<file path="src/rtl/ysyx_23060025_icache_axi_rd.sv">
// Icache refill bridge: turns one refill request into exactly one AXI4 INCR read burst
// and returns each beat as a registered pulse. Optional checks: ICACHE_AXI_BEAT_CHECK_EN.
module ysyx_23060025_icache_axi_rd #(
    parameter int          ADDR_WIDTH = 32,
    parameter int          DATA_WIDTH = 32,
    parameter int          ID_W       = 4,
    parameter int unsigned AXI_ID     = 0
) (
    input  logic                  clock,
    input  logic                  reset,
    input  logic [ADDR_WIDTH-1:0] c_paddr,
    input  logic                  c_psel,
    input  logic [7:0]            c_arlen,
    input  logic [2:0]            c_arsize,
    output logic                  c_rvalid,
    output logic                  c_rlast,
    output logic [DATA_WIDTH-1:0] c_rdata,
    output logic [ADDR_WIDTH-1:0] axi_araddr,
    output logic                  axi_arvalid,
    input  logic                  axi_arready,
    output logic [7:0]            axi_arlen,
    output logic [2:0]            axi_arsize,
    output logic [1:0]            axi_arburst,
    output logic [ID_W-1:0]       axi_arid,
    input  logic                  axi_rvalid,
    output logic                  axi_rready,
    input  logic [DATA_WIDTH-1:0] axi_rdata,
    input  logic [1:0]            axi_rresp,
    input  logic                  axi_rlast,
    input  logic [ID_W-1:0]       axi_rid,
    output logic                  err,
    output logic [1:0]            dbg_state_o
);

    localparam logic [1:0] ST_IDLE  = 2'd0;
    localparam logic [1:0] ST_ADDR  = 2'd1;
    localparam logic [1:0] ST_DATA  = 2'd2;
    localparam logic [1:0] ST_DRAIN = 2'd3;

    // Handshakes: a transfer happens on a rising clock edge where valid && ready; once
    // raised, valid and its payload hold until that edge. Every output here is a register.
    logic [1:0]            state_q, state_d;
    logic                  arvalid_q, arvalid_d;
    logic                  rready_q, rready_d;
    logic [ADDR_WIDTH-1:0] araddr_q, araddr_d;
    logic [7:0]            arlen_q, arlen_d;
    logic [2:0]            arsize_q, arsize_d;
    logic [7:0]            beat_cnt_q, beat_cnt_d;
    logic                  c_rvalid_q, c_rvalid_d;
    logic                  c_rlast_q, c_rlast_d;
    logic [DATA_WIDTH-1:0] c_rdata_q, c_rdata_d;
    logic                  err_q, err_d;
    logic                  beat;
    logic                  burst_done;

    assign beat = axi_rvalid && rready_q;

    always_comb begin
        state_d    = state_q;
        arvalid_d  = arvalid_q;
        rready_d   = rready_q;
        araddr_d   = araddr_q;
        arlen_d    = arlen_q;
        arsize_d   = arsize_q;
        beat_cnt_d = beat_cnt_q;
        c_rvalid_d = 1'b0;
        c_rlast_d  = 1'b0;
        c_rdata_d  = c_rdata_q;
        err_d      = err_q;
        burst_done = 1'b0;

        case (state_q)
            ST_IDLE: begin
                // With no request pending, stray R beats left over from an aborted burst are swallowed.
                if (c_psel) begin
                    araddr_d  = c_paddr;
                    arlen_d   = c_arlen;
                    arsize_d  = c_arsize;
                    arvalid_d = 1'b1;
                    rready_d  = 1'b0;
                    state_d   = ST_ADDR;
                end else begin
                    rready_d = 1'b1;
                end
            end
            ST_ADDR: begin
                if (axi_arready) begin
                    arvalid_d  = 1'b0;
                    rready_d   = 1'b1;
                    beat_cnt_d = 8'd0;
                    state_d    = ST_DATA;
                end
            end
            ST_DATA: begin
                rready_d = 1'b1;
                if (beat) begin
                    c_rvalid_d = 1'b1;
                    c_rdata_d  = axi_rdata;
                    c_rlast_d  = axi_rlast;
                    beat_cnt_d = beat_cnt_q + 8'd1;
                    burst_done = axi_rlast;
                    if (axi_rresp != 2'b00) begin
                        err_d = 1'b1;
                    end
`ifdef ICACHE_AXI_BEAT_CHECK_EN
                    if (axi_rid != ID_W'(AXI_ID)) begin
                        err_d = 1'b1;
                    end
                    if (axi_rlast && (beat_cnt_q != arlen_q)) begin
                        err_d = 1'b1;
                    end
                    // Slave overran arlen: close the burst locally so the cache still sees a last beat.
                    if (!axi_rlast && (beat_cnt_q == arlen_q)) begin
                        err_d      = 1'b1;
                        c_rlast_d  = 1'b1;
                        burst_done = 1'b1;
                    end
`endif
                    if (burst_done) begin
                        rready_d = 1'b0;
                        state_d  = ST_DRAIN;
                    end
                end
            end
            ST_DRAIN: begin
                // The select still high here belongs to the finished refill.
                rready_d = 1'b0;
                if (!c_psel) begin
                    rready_d = 1'b1;
                    state_d  = ST_IDLE;
                end
            end
            default: begin
                state_d   = ST_IDLE;
                arvalid_d = 1'b0;
                rready_d  = 1'b0;
            end
        endcase
    end

`ifndef ICACHE_AXI_BEAT_CHECK_EN
    logic unused_rid;
    assign unused_rid = ^axi_rid;
`endif

    always_ff @(posedge clock or negedge reset) begin
        if (!reset) begin
            state_q    <= ST_IDLE;
            arvalid_q  <= 1'b0;
            rready_q   <= 1'b0;
            araddr_q   <= '0;
            arlen_q    <= 8'd0;
            arsize_q   <= 3'd0;
            beat_cnt_q <= 8'd0;
            c_rvalid_q <= 1'b0;
            c_rlast_q  <= 1'b0;
            c_rdata_q  <= '0;
            err_q      <= 1'b0;
        end else begin
            state_q    <= state_d;
            arvalid_q  <= arvalid_d;
            rready_q   <= rready_d;
            araddr_q   <= araddr_d;
            arlen_q    <= arlen_d;
            arsize_q   <= arsize_d;
            beat_cnt_q <= beat_cnt_d;
            c_rvalid_q <= c_rvalid_d;
            c_rlast_q  <= c_rlast_d;
            c_rdata_q  <= c_rdata_d;
            err_q      <= err_d;
        end
    end

    assign c_rvalid    = c_rvalid_q;
    assign c_rlast     = c_rlast_q;
    assign c_rdata     = c_rdata_q;
    assign axi_araddr  = araddr_q;
    assign axi_arvalid = arvalid_q;
    assign axi_arlen   = arlen_q;
    assign axi_arsize  = arsize_q;
    assign axi_arburst = 2'b01;
    assign axi_arid    = ID_W'(AXI_ID);
    assign axi_rready  = rready_q;
    assign err         = err_q;
    assign dbg_state_o = state_q;

endmodule

</file>
<file path="config.mk">
export PLATFORM = sky130hd
export DESIGN_NAME = ysyx_23060025_icache_axi_rd
export DESIGN_NICKNAME = d
export VERILOG_FILES = /design/src/rtl/ysyx_23060025_icache_axi_rd.sv
export SDC_FILE = /design/constraint.sdc
export NUM_CORES = 1
export LEC_CHECK = 0
export ABC_AREA = 0
export CAP_MARGIN = 20
export CORE_MARGIN = 2
export CORE_UTILIZATION = 40
export CTS_CLUSTER_SIZE = 40
export DETAILED_ROUTE_END_ITERATION = 10
export PLACE_DENSITY = 0.81
export SYNTH_ARGS = -nofsm -noshare
export SYNTH_HDL_FRONTEND = slang
export SYNTH_SLANG_ARGS = --single-unit
</file>
<file path="constraint.sdc">
create_clock -name clock -period 2 [get_ports clock]
set_clock_uncertainty 0.05 [all_clocks]
set_input_delay 0.3 -clock clock [delete_from_list [all_inputs] [get_ports clock]]
set_output_delay 0.3 -clock clock [all_outputs]
set_load 0.03 [all_outputs]
</file>
# After elaboration in Yosys (flattened, before gate mapping)
# Index checks and enable logic that the tools add are counted.
totals:
  ff_bits: 82
  inputBits: 87
  output_inout_bits: 88
  elab_cells: 46
classes:
  n_eq_ne: 8
  mux: 18
  n_reduce_logical: 10
op_table:
  columns: ["operator", "n"]
  rows:
  - ["1-bit 2-to-1 mux", 10]
  - ["2-bit 2-to-1 mux", 5]
  - ["2-bit != test, second input constant", 5]
  - ["2-bit case mux with 4 select lines", 1]
  - ["3-bit AND reduction", 2]
  - ["5-bit AND reduction", 1]
  - ["2-bit == test, second input constant", 2]
  - ["2-bit AND reduction", 2]
  - ["2-bit nonzero test", 2]
  - ["1-bit case mux with 3 select lines", 1]
  - ["2-bit by 1-bit == test with 1-bit output, second input constant", 1]
  - ["2-bit logical NOT", 1]
  - ["1-bit case mux with 2 select lines", 1]
  - ["2-bit OR reduction", 1]
  - ["1-bit logical AND", 1]

# Depth between registers and ports, before layout
depth:
  depth_word: 3
  depth_mapped: 6
  depth_no_buf: 5

# Worst setup path before layout
# OpenSTA, ideal clock, no wires.
synth_timing:
  path_kind: "reg-to-reg"
  start: "register state_q[0], in the netlist dbg_state_o[0]"
  end: "register state_q[1], in the netlist dbg_state_o[1]"
  arrival_ns: 1.723
  t_required_ns: 1.822
  setup_slack_ns: 0.100
  path_stages_with_launch: 6
  cell_sequence: "dfrtp_1 inv_1 ha_1 mux2_4 a211oi_4 mux2_1"
synth_via:
  elab_chain_cells: 3
  word_cells_on_any_way: 11
  cone_classes: "8 x eq/ne; 1 x mux; 2 x reduce/logical"
synth_rtl:
  columns: ["element", "line_no", "source"]
  rows:
  - ["start, declared", "42", "logic [1:0] state_q, state_d;"]
  - ["start signal, assigned", "160", "state_q <= state_d;"]
  - ["2-bit == test (tied with other cells)", null, null]
  - ["2-bit != test (no source line)", null, null]
  - ["5-bit AND reduction (no source line)", null, null]
# Several ways; a longest one is shown, not always the timed one.
# A chain may end at the register's enable or synchronous reset.

# Final worst setup path
layout_timing:
  start: "register state_q[0], in the netlist dbg_state_o[0]"
  end: "register c_rdata_q[1], in the netlist c_rdata[1]"
layout_via:
  elab_chain_cells: 2
layout_rtl:
  columns: ["element", "line_no", "source"]
  rows:
  - ["2-bit == test", null, null]
  - ["2-bit AND reduction (no source line)", null, null]
  - ["end signal, assigned", "169", "c_rdata_q <= c_rdata_d;"]
  - ["end, declared", "51", "logic [DATA_WIDTH-1:0] c_rdata_q, c_rdata_d;"]
# Every way passes these cells.

==> flow_summary.ini <==
[outcome]
status = complete, no violations

[route]
drcViolationCount = 0
finalWirelength_um = 7558
drtIter0Drc = 41
postRouteAntennaNets = 0
viasPerCell = 4.571
wl_per_cell_um = 15.58
num_vias = 2217
drt_first_pass_iters = 4

[clock_tree]
htreeDepth = 3
postCtsSetupBuffers = 0
cts_root_buf = clkbuf_8
clkSinkCount = 82
clk_pin_slew_worst_paths_ps = 80
cts_tree = yes
insertion_delay_ps = 330
cts_made_buffers = 9
clock_path_buffers = 2

[worst_setup_path]
max_stage_delay_ps = 450
worstSetupPathType = reg -> reg
crit_chain = inv_1 > ha_1 > and3_2 > buf_12 > mux2_2
crit_fanout = 18
worstSetupEndpointType = register
arrival_ps = 2020
cp_slowest_cell = dfrtp_1
start_kind = register
required_ps = 2170

[placed_design]
globalplace.congestion = 0.7798
dp_slack_ps = 150.3
dp.final_hpwl_um = 5732
post-place-cells = 468
portBuffers = 164

[die]
pin_count = 175
design.core.area_um2 = 8217
die_x_um = 96.24
num_rows = 33
die_h_um = 96.24
die_area_um2 = 9262
initial_core_util = 0.4142

[finish]
layout-drive-gt1-share = 0.2684
nNetsFinal = 468
stdcell_count = 485
diodes = 0
area_growth_pct = 57.54
finish.utilization = 0.6525

[sta]
worst_slack_ps = 147.6
post-route-period-util = 0.9262
fin_crit_ps = 1852
rsz0062_at_grt = no
setup_viol = 0
fin_setup_tns_ps = 0
slew_viol_final = 0
hold_viol = 0
fmax_ghz = 0.5398

[synthesis]
syn_avg_cell_area_um2 = 16.85
mappedNetlistArea_um2 = 3403
synth_top_family_by_area = multiplexers
yosys_warnings = 0
synthArstFlopShare = 1.000
synth_ff_type = dfrtp_1
yosysMostFrequentCell = dfrtp_1
yosys.area_share.simple = 0.01507
synth_area_leaders = dfrtp_1 (60%), mux2_2 (16%), mux2_4 (12%), ha_1 (2.2%), buf_12 (1.8%)
ys_seq_elements = 82
synth_compound_area_frac = 0.01728
synth_edf_count = 0
synthTopCellsByCount = dfrtp_1 (82), mux2_2 (48), mux2_4 (28)
synth_fa_ha_area_frac = 0.02206
muxShareOfSynthArea = 0.2886
synth_cell_types = 25
synth_top_area_share = 0.6029
netlist_instances = 202
synth.largest_area_cell = dfrtp_1
yosysSeqAreaShare = 0.6029
synthXorXnorAreaFrac = 0

[global_route]
grt_pass1_vias = 2329
grt_max_degree = 42
overflow = 0
grt_pass1_wl_um = 11360
antenna_found_initial = 0
track_usage = 0.1640

[min_path]
hold_path.class = in -> async

[power]
p_per_area_nw_per_um2 = 1787
peakVddDrop_v = 0.0007283
power_leakage_nw = 2.311

[flow_run]
drv_cap = 0
per-stage QoR:
| stage | hold WS, ps | instance area, um2 | power [mW] |
|---|---|---|---|
| detailed placement | 167.4 | 5131 | 8.371 |
| CTS | 361.5 | 5361 | 9.712 |
| global placement | 165.5 | 5131 | 8.247 |
| finish | 367.7 | 5361 | 9.579 |
| floorplan | -45.59 | 3418 | 6.197 |
| global route | 350.8 | 5361 | 10.09 |
power breakdown:
group	switching, mW	leakage, nW	internal, mW
clock	0.553	0.103	0.739
combinational	2.71	1.23	2.64
sequential	0.438	0.973	2.50
total	3.70	2.31	5.88
registers in the layout (all words and copies together) (netlist names):
signal	cells
axi_arvalid	1
c_rvalid	1
dbg_state_o	2
axi_arsize	3
axi_rready	1
c_rlast	1
err	1
c_rdata	32
axi_araddr	32
axi_arlen	8
per-layer routing:
layer,global-route usage,routed length (um)
met5,0,0
met4,0.05595,94
met3,0.05951,637
met2,0.2743,3818
met1,0.1948,3007
worst paths after layout:
kind / end / slack [ps] / from / depth (start not counted)
min: c_rdata[22] / 370 / reset / 2
max in group asynchronous: c_rdata[21] / 950 / reset / 3
min in group clock: err / 410 / err / 1
min reg2reg: err / 410 / err / 1
max reg2reg: c_rdata[1] / 150 / dbg_state_o[0] / 5
max: c_rdata[1] / 150 / dbg_state_o[0] / 5
worst max-delay path: cells and delay by family, from the launching register on:
family                     cells  cell delay [ps]
adders and majority gates      1              270
buffers and inverters          2              320
DFF                            1              450
muxes                          1              350
and+or+nand+nor                1              280
cell type report:
| cell class | instances | area (um2) |
|---|---|---|
| Clock inverter | 4 | 75.07 |
| Timing Repair Buffer | 172 | 1752 |
| Multi-Input combinational cell | 106 | 1191 |
| Fill cell | 646 | 2855 |
| Tap cell | 105 | 131.4 |
| Inverter | 4 | 15.01 |
| Sequential cell | 82 | 2052 |
| Clock buffer | 12 | 145.1 |
placed cells by master, fill, tap and decap left out, types with 2 or more instances in the layout:
cell type	synthesis	final
buf_12	3	4
buf_4	6	4
bufinv_16	0	2
clkbuf_1	0	2
clkbuf_8	0	10
clkdlybuf4s50_1	0	163
clkinvlp_4	0	2
conb_1	2	6
dfrtp_1	82	82
ha_1	6	6
inv_1	4	4
mux2_2	48	48
mux2_4	28	28
nor2_1	3	3
cells by family after synthesis:
kind of cell	after synthesis
simple gates	10
buf+inv	18
flops	82
other cells	2
fa+ha+maj	6
mux	78
compound gates	6
repair_timing:
action | CTS | global route
hold buffers | 1 | 0
resized for setup | 0 | 0
endpoints found under the hold margin | 20 | 0
No activity file was read; power rests on OpenSTA's default activity.
